--- src/rtl/mips_pkg.sv ---
// Shared MIPS pipeline definitions: PC-source encodings, opcode/func fields,
// fetch FSM states and the skid-buffer entry layout.
package mips_pkg;

  localparam logic [1:0] PC_SEQ = 2'd0;
  localparam logic [1:0] PC_BR  = 2'd1;
  localparam logic [1:0] PC_J   = 2'd2;

  localparam logic [31:0] NOP_INST = 32'h0000_0000;

  // Opcodes decoded by the control unit from IF/ID inst[31:26]
  localparam logic [5:0] OP_RTYPE = 6'h00;
  localparam logic [5:0] OP_J     = 6'h02;
  localparam logic [5:0] OP_JAL   = 6'h03;
  localparam logic [5:0] OP_BEQ   = 6'h04;
  localparam logic [5:0] OP_BNE   = 6'h05;
  localparam logic [5:0] OP_ADDI  = 6'h08;
  localparam logic [5:0] OP_LW    = 6'h23;
  localparam logic [5:0] OP_SW    = 6'h2B;

  // R-type function codes from inst[5:0]
  localparam logic [5:0] FN_ADD = 6'h20;
  localparam logic [5:0] FN_SUB = 6'h22;
  localparam logic [5:0] FN_AND = 6'h24;
  localparam logic [5:0] FN_OR  = 6'h25;
  localparam logic [5:0] FN_SLT = 6'h2A;

  typedef enum logic [1:0] {
    FETCH   = 2'd0,
    DISCARD = 2'd1,
    HOLD    = 2'd2
  } if_state_t;

  typedef struct packed {
    logic [31:0] inst;
    logic [31:0] pc4;
  } skid_entry_t;

  // J-type target: upper nibble of the delay-slot PC, 26-bit index, word aligned
  function automatic logic [31:0] jump_target(input logic [31:0] pc4,
                                              input logic [25:0] idx);
    return {pc4[31:28], idx, 2'b00};
  endfunction

endpackage

--- src/rtl/if_skid_buf.sv ---
// One-entry buffer that catches a fetch completing while IF/ID is stalled.
module if_skid_buf
  import mips_pkg::*;
(
  input  logic        clk,
  input  logic        rst,
  input  logic        load_i,
  input  logic        unload_i,
  input  logic        clear_i,
  input  logic [31:0] inst_i,
  input  logic [31:0] pc4_i,
  output logic [31:0] inst_o,
  output logic [31:0] pc4_o,
  output logic        full_o
);

  skid_entry_t entry_q, entry_d;
  logic        full_q, full_d;

  always_comb begin
    entry_d = entry_q;
    full_d  = full_q;
    if (clear_i || unload_i) begin
      full_d = 1'b0;
    end else if (load_i) begin
      entry_d = '{inst: inst_i, pc4: pc4_i};
      full_d  = 1'b1;
    end
  end

  always_ff @(posedge clk or posedge rst) begin
    if (rst) begin
      entry_q <= '0;
      full_q  <= 1'b0;
    end else begin
      entry_q <= entry_d;
      full_q  <= full_d;
    end
  end

  assign inst_o = entry_q.inst;
  assign pc4_o  = entry_q.pc4;
  assign full_o = full_q;

endmodule

--- src/rtl/if_stage.sv ---
// Instruction-fetch stage: owns the PC, talks req/ready to imem, loads IF/ID,
// absorbs load-use stalls via a skid entry and handles in-flight redirects.
module if_stage #(
  parameter logic [31:0] RESET_PC = 32'h0000_0000,
  parameter logic [31:0] NOP_INST = mips_pkg::NOP_INST
) (
  input  logic        clk,
  input  logic        rst,
  input  logic [1:0]  PCsrc,
  input  logic [31:0] branchAddr,
  input  logic [25:0] jumpIndex,
  input  logic        stall,
  output logic        imemReq,
  output logic [31:0] imemAddr,
  input  logic        imemReady,
  input  logic [31:0] imemData,
  output logic [31:0] inst,
  output logic [31:0] pcPlus4,
  output logic        valid,
  output logic [5:0]  opcode,
  output logic [5:0]  func
);
  import mips_pkg::*;

  if_state_t   state_q, state_d;
  logic [31:0] pc_q, pc_d;
  logic [31:0] rpc_q, rpc_d;
  logic [31:0] inst_q, inst_d;
  logic [31:0] pc4_q, pc4_d;
  logic        valid_q, valid_d;

  logic        redirect;
  logic [31:0] target;
  logic [31:0] pc_inc;

  logic        skid_load, skid_unload, skid_clear;
  logic [31:0] skid_inst, skid_pc4;
  logic        skid_full;

  // PCsrc is only meaningful for a real, non-stalled ID instruction
  assign redirect = valid_q && !stall && (PCsrc == PC_BR || PCsrc == PC_J);
  assign target   = (PCsrc == PC_J) ? jump_target(pc4_q, jumpIndex) : branchAddr;
  assign pc_inc   = pc_q + 32'd4;

  always_comb begin
    state_d     = state_q;
    pc_d        = pc_q;
    rpc_d       = rpc_q;
    inst_d      = inst_q;
    pc4_d       = pc4_q;
    valid_d     = valid_q;
    skid_load   = 1'b0;
    skid_unload = 1'b0;
    skid_clear  = 1'b0;

    case (state_q)
      FETCH: begin
        if (imemReady) begin
          if (stall) begin
            skid_load = 1'b1;
            pc_d      = pc_inc;
            state_d   = HOLD;
          end else if (redirect) begin
            pc_d    = target;
            inst_d  = NOP_INST;
            valid_d = 1'b0;
          end else begin
            inst_d  = imemData;
            pc4_d   = pc_inc;
            valid_d = 1'b1;
            pc_d    = pc_inc;
          end
        end else if (!stall) begin
          // pc stays put on a pending redirect so imemAddr is stable until ready
          if (redirect) begin
            rpc_d   = target;
            state_d = DISCARD;
          end
          inst_d  = NOP_INST;
          valid_d = 1'b0;
        end
      end

      DISCARD: begin
        if (redirect) rpc_d = target;
        if (imemReady) begin
          pc_d    = rpc_d;
          state_d = FETCH;
        end
        if (!stall) begin
          inst_d  = NOP_INST;
          valid_d = 1'b0;
        end
      end

      HOLD: begin
        if (!stall) begin
          state_d = FETCH;
          if (redirect) begin
            skid_clear = 1'b1;
            pc_d       = target;
            inst_d     = NOP_INST;
            valid_d    = 1'b0;
          end else begin
            skid_unload = 1'b1;
            inst_d      = skid_inst;
            pc4_d       = skid_pc4;
            valid_d     = skid_full;
          end
        end
      end

      default: state_d = FETCH;
    endcase
  end

  always_ff @(posedge clk or posedge rst) begin
    if (rst) begin
      state_q <= FETCH;
      pc_q    <= RESET_PC;
      rpc_q   <= 32'd0;
      inst_q  <= NOP_INST;
      pc4_q   <= 32'd0;
      valid_q <= 1'b0;
    end else begin
      state_q <= state_d;
      pc_q    <= pc_d;
      rpc_q   <= rpc_d;
      inst_q  <= inst_d;
      pc4_q   <= pc4_d;
      valid_q <= valid_d;
    end
  end

  if_skid_buf u_skid (
    .clk      (clk),
    .rst      (rst),
    .load_i   (skid_load),
    .unload_i (skid_unload),
    .clear_i  (skid_clear),
    .inst_i   (imemData),
    .pc4_i    (pc_inc),
    .inst_o   (skid_inst),
    .pc4_o    (skid_pc4),
    .full_o   (skid_full)
  );

  assign imemReq  = !rst && (state_q != HOLD);
  assign imemAddr = pc_q;
  assign inst     = inst_q;
  assign pcPlus4  = pc4_q;
  assign valid    = valid_q;
  assign opcode   = inst_q[31:26];
  assign func     = inst_q[5:0];

endmodule

--- config.mk ---
export PLATFORM = sky130hd
export DESIGN_NAME = if_stage
export DESIGN_NICKNAME = d
export VERILOG_FILES = /design/src/rtl/mips_pkg.sv /design/src/rtl/if_skid_buf.sv /design/src/rtl/if_stage.sv
export SDC_FILE = /design/constraint.sdc
export NUM_CORES = 1
export LEC_CHECK = 0
export ABC_AREA = 1
export CAP_MARGIN = 20
export CORE_ASPECT_RATIO = 1.75
export CORE_UTILIZATION = 45
export DETAILED_ROUTE_END_ITERATION = 8
export GPL_TIMING_DRIVEN = 0
export PLACE_DENSITY = 0.71
export SYNTH_ARGS = -nofsm -noshare
export SYNTH_HDL_FRONTEND = slang
export SYNTH_SLANG_ARGS = --single-unit
--- constraint.sdc ---
create_clock -name clk -period 12.7 [get_ports clk]
set_input_delay 3.81 -clock clk [delete_from_list [all_inputs] [get_ports clk]]
set_output_delay 3.81 -clock clk [all_outputs]
set_load 0.05 [all_outputs]
==> run metrics <==
result of the run complete, no violations; area share of xor/xnor cells in the synthesized design 0.561%; area used by multi-input combinational logic 4960 um2; power density cells 284 nW/um2; final worst hold slack 0.477 ns; port bufs 205; number of clock sinks seen by CTS 196; Synth area leader sky130_fd_sc_hd__dfrtp_1; simple-gate area share of the yosys netlist 26.9%; Post-Synth Adder-Cell Area 0.687%; CP endpoint kind output port; wirelength, routed 38,000 um; most used cells in the layout excluding fill and tap cells sky130_fd_sc_hd__nand2_1 (401), sky130_fd_sc_hd__o21ai_0 (233), sky130_fd_sc_hd__clkdlybuf4s50_1 (205), sky130_fd_sc_hd__dfrtp_1 (196), sky130_fd_sc_hd__inv_1 (133); worst slew margin relative to its limit 52.1%; Synth top area share 44.9%; pin count of the biggest net entering global routing 109; routed wirelength normalized by instance count 18.4 um; static leakage power 6.42 nW; GR Overflow Total 0; Hold Vio Cnt, Final 0; mux share of post-synthesis cell area 0%; IO Count 206; critical-path maximum fanout 2; initial DRC count 878; remaining routing DRC violations 0; fraction of the mapped netlist area in compound gates 17.3%; post-CTS repair timing setup buffer count 0; gpl congestion 0.922; clock latency on the worst-skew pair 0.46 ns; count of fill cells added during filler insertion 2,246; global-route usage over all layers 31.6%; Worst Reg-to-Reg Cells 8; count of final setup violators 0; Syn Inst Count 1,513; worst path arrival time 5.27 ns; crit path time final 9.08 ns; Die X 120 um; number of levels in the clock H-tree 4; slew at the pin closest to its max-slew limit 0.718 ns; Data required, critical path 8.89 ns; startpoint of the most critical hold path u_skid.pc4_o[18]; fin. max-slew vios 0; maximum buffer depth of the clock tree 2; first-pass GRT wire length 59,400 um; Finished Core Util 58.5%; clock tree from TritonCTS yes; signed area change from the synthesized netlist to the final layout 28.2%; clock edge transition at the registers on the reported setup and hold paths 0.07 ns; antenna violations before repair 0; effective utilization at floorplan 45.6%; fraction of layout cells with a size suffix above 1 7.94%; Die H 208 um; post-DR vias/cell 5.34; number of distinct library cell variants in the gate-level netlist after synthesis 41; startpoint-to-endpoint class of the critical path input port to output port; Hold Crit Endpoint u_skid.pc4_o[18]; via count of the first global-routing pass 11,000; Inserted Clock Buffers 17; synthesized area per cell 7.22 um2; cell depth of the worst hold path 2; NumNets Final 1,840; Antenna diodes 0; path category of the worst min-delay check flip-flop to flip-flop; flop-to-flop setup slack 10.39 ns; cell area after synthesis 10,900 um2; combinational family with the most area after synthesis simple AND/OR/NAND/NOR gates; Hold-fix buffers, CTS 0; num rows 75; endpoint of the worst-slack reg-to-reg timing path imemAddr[4]; fraction of the yosys area taken by sequential cells 44.9%; HPWL after detailed placement 29,300 um; number of max-cap violations 0; synthesis-stage register bit count 196; total core area 23,900 um2; Peak Freq 110 MHz; overall die area 24,900 um2; aggregate negative setup slack 0 ns; root buf cell sky130_fd_sc_hd__clkbuf_16; top cells by area in the synthesized netlist sky130_fd_sc_hd__dfrtp_1 (45%), sky130_fd_sc_hd__nand2_1 (14%), sky130_fd_sc_hd__o21ai_0 (11%); share of the clock period used by the worst path after layout 71.5%; Critical Path Start Type input port; Post-Synthesis Net Count 1,615; maximum clock skew at final layout 0.0119 ns; Worst R2R Start state_q[0]; maximum resistive drop on vdd 140 uV; leading cell type in the layout, fill and taps excluded sky130_fd_sc_hd__nand2_1; post-detailed-route count of antenna-violating nets 0; RSZ-0062 raised after global routing false; Post-CTS Resized 0; total area of sequential cells 4900 um2; Yosys warnings 0; first-pass iteration count of the detailed router 5; vias after detailed routing 11,000
## flip-flops by register name, indices dropped and copies added, names as in the netlist
signal,count
inst,32
u_skid.pc4_o,32
pcPlus4,32
u_skid.inst_o,32
u_skid.full_o,1
valid,1
imemAddr,32
rpc_q,32
state_q,2
## power by group
part / internal (mW) / switching [mW] / leakage, nW
Combinational: 0.706 / 1.53 / 3.68
Sequential: 0.912 / 0.250 / 2.45
Clock: 0.320 / 0.251 / 0.293
## cells in the mapped netlist, drive strengths merged
master	n
nor2	138
clkbuf	36
nand3	107
or2	37
nor3	3
nand3b	3
o31ai	4
xnor2	2
nand2	405
inv	142
xor2	5
o21bai	1
ha	6
o21ai	259
dfrtp	196
a22oi	1
o211ai	1
a21oi	92
o22ai	1
and2	2
o221ai	1
nand4	2
o21a	6
buf	63
## final cells by class
type                            instances  share of cell area (%)
Buffer                                 99                    3.73
Clock buffer                           20                    3.26
Clock inverter                         11                    1.07
Inverter                              142                    3.88
Multi-Input combinational cell       1076                    35.4
Sequential cell                       196                    35.0
Tap cell                              308                    2.75
Timing Repair Buffer                  206                    14.9
## cell families (layout without fill, tap and decap cells)
kind of cell               count (synthesis)  in the layout
buffers and inverters                    241            478
and+or+nand+nor                          697            697
DFF                                      196            196
AOI/OAI and AO/OA                        366            366
adders and majority gates                  6              6
xor gates and xnor gates                   7              7
## per-stage QoR
step / cells / power (mW) / worst slack [ns] / area [um2]
2_1_floorplan: 1513 / 2.59 / 3.55 / 10900
3_3_place_gp: 2026 / 3.36 / 0.764 / 13400
3_5_place_dp: 2027 / 3.39 / 3.62 / 13400
4_1_cts: 2058 / 3.96 / 3.62 / 14000
5_1_grt: 2058 / 4.23 / 3.54 / 14000
6_report: 2058 / 3.97 / 3.62 / 14000
## worst max-delay path: stages
cell and delay, ns:
sky130_fd_sc_hd__clkdlybuf4s50_1 0.51, sky130_fd_sc_hd__nor2_1 0.14, sky130_fd_sc_hd__clkdlybuf4s50_1 0.81
## per-layer routing
layer / GRT usage (%) / up-vias / part of all wire (%)
li1: - / 5293 / -
met2: 56.4 / 403 / 52
met4: 22.5 / 0 / 7.3
met3: 5.02 / 115 / 5.2
met1: 33.1 / 5175 / 36
met5: 0 / - / 0
## worst max path at each step
stage | startpoint | to | slack [ns]
2_1_floorplan | rst | imemAddr[0] | 3.55
6_report | rst | imemReq | 3.62
3_5_place_dp | rst | imemReq | 3.62
5_1_grt | rst | imemReq | 3.54
4_1_cts | rst | imemReq | 3.62
3_3_place_gp | rst | rpc_q[20] | 0.76
No activity file was read; power rests on OpenSTA's default activity.
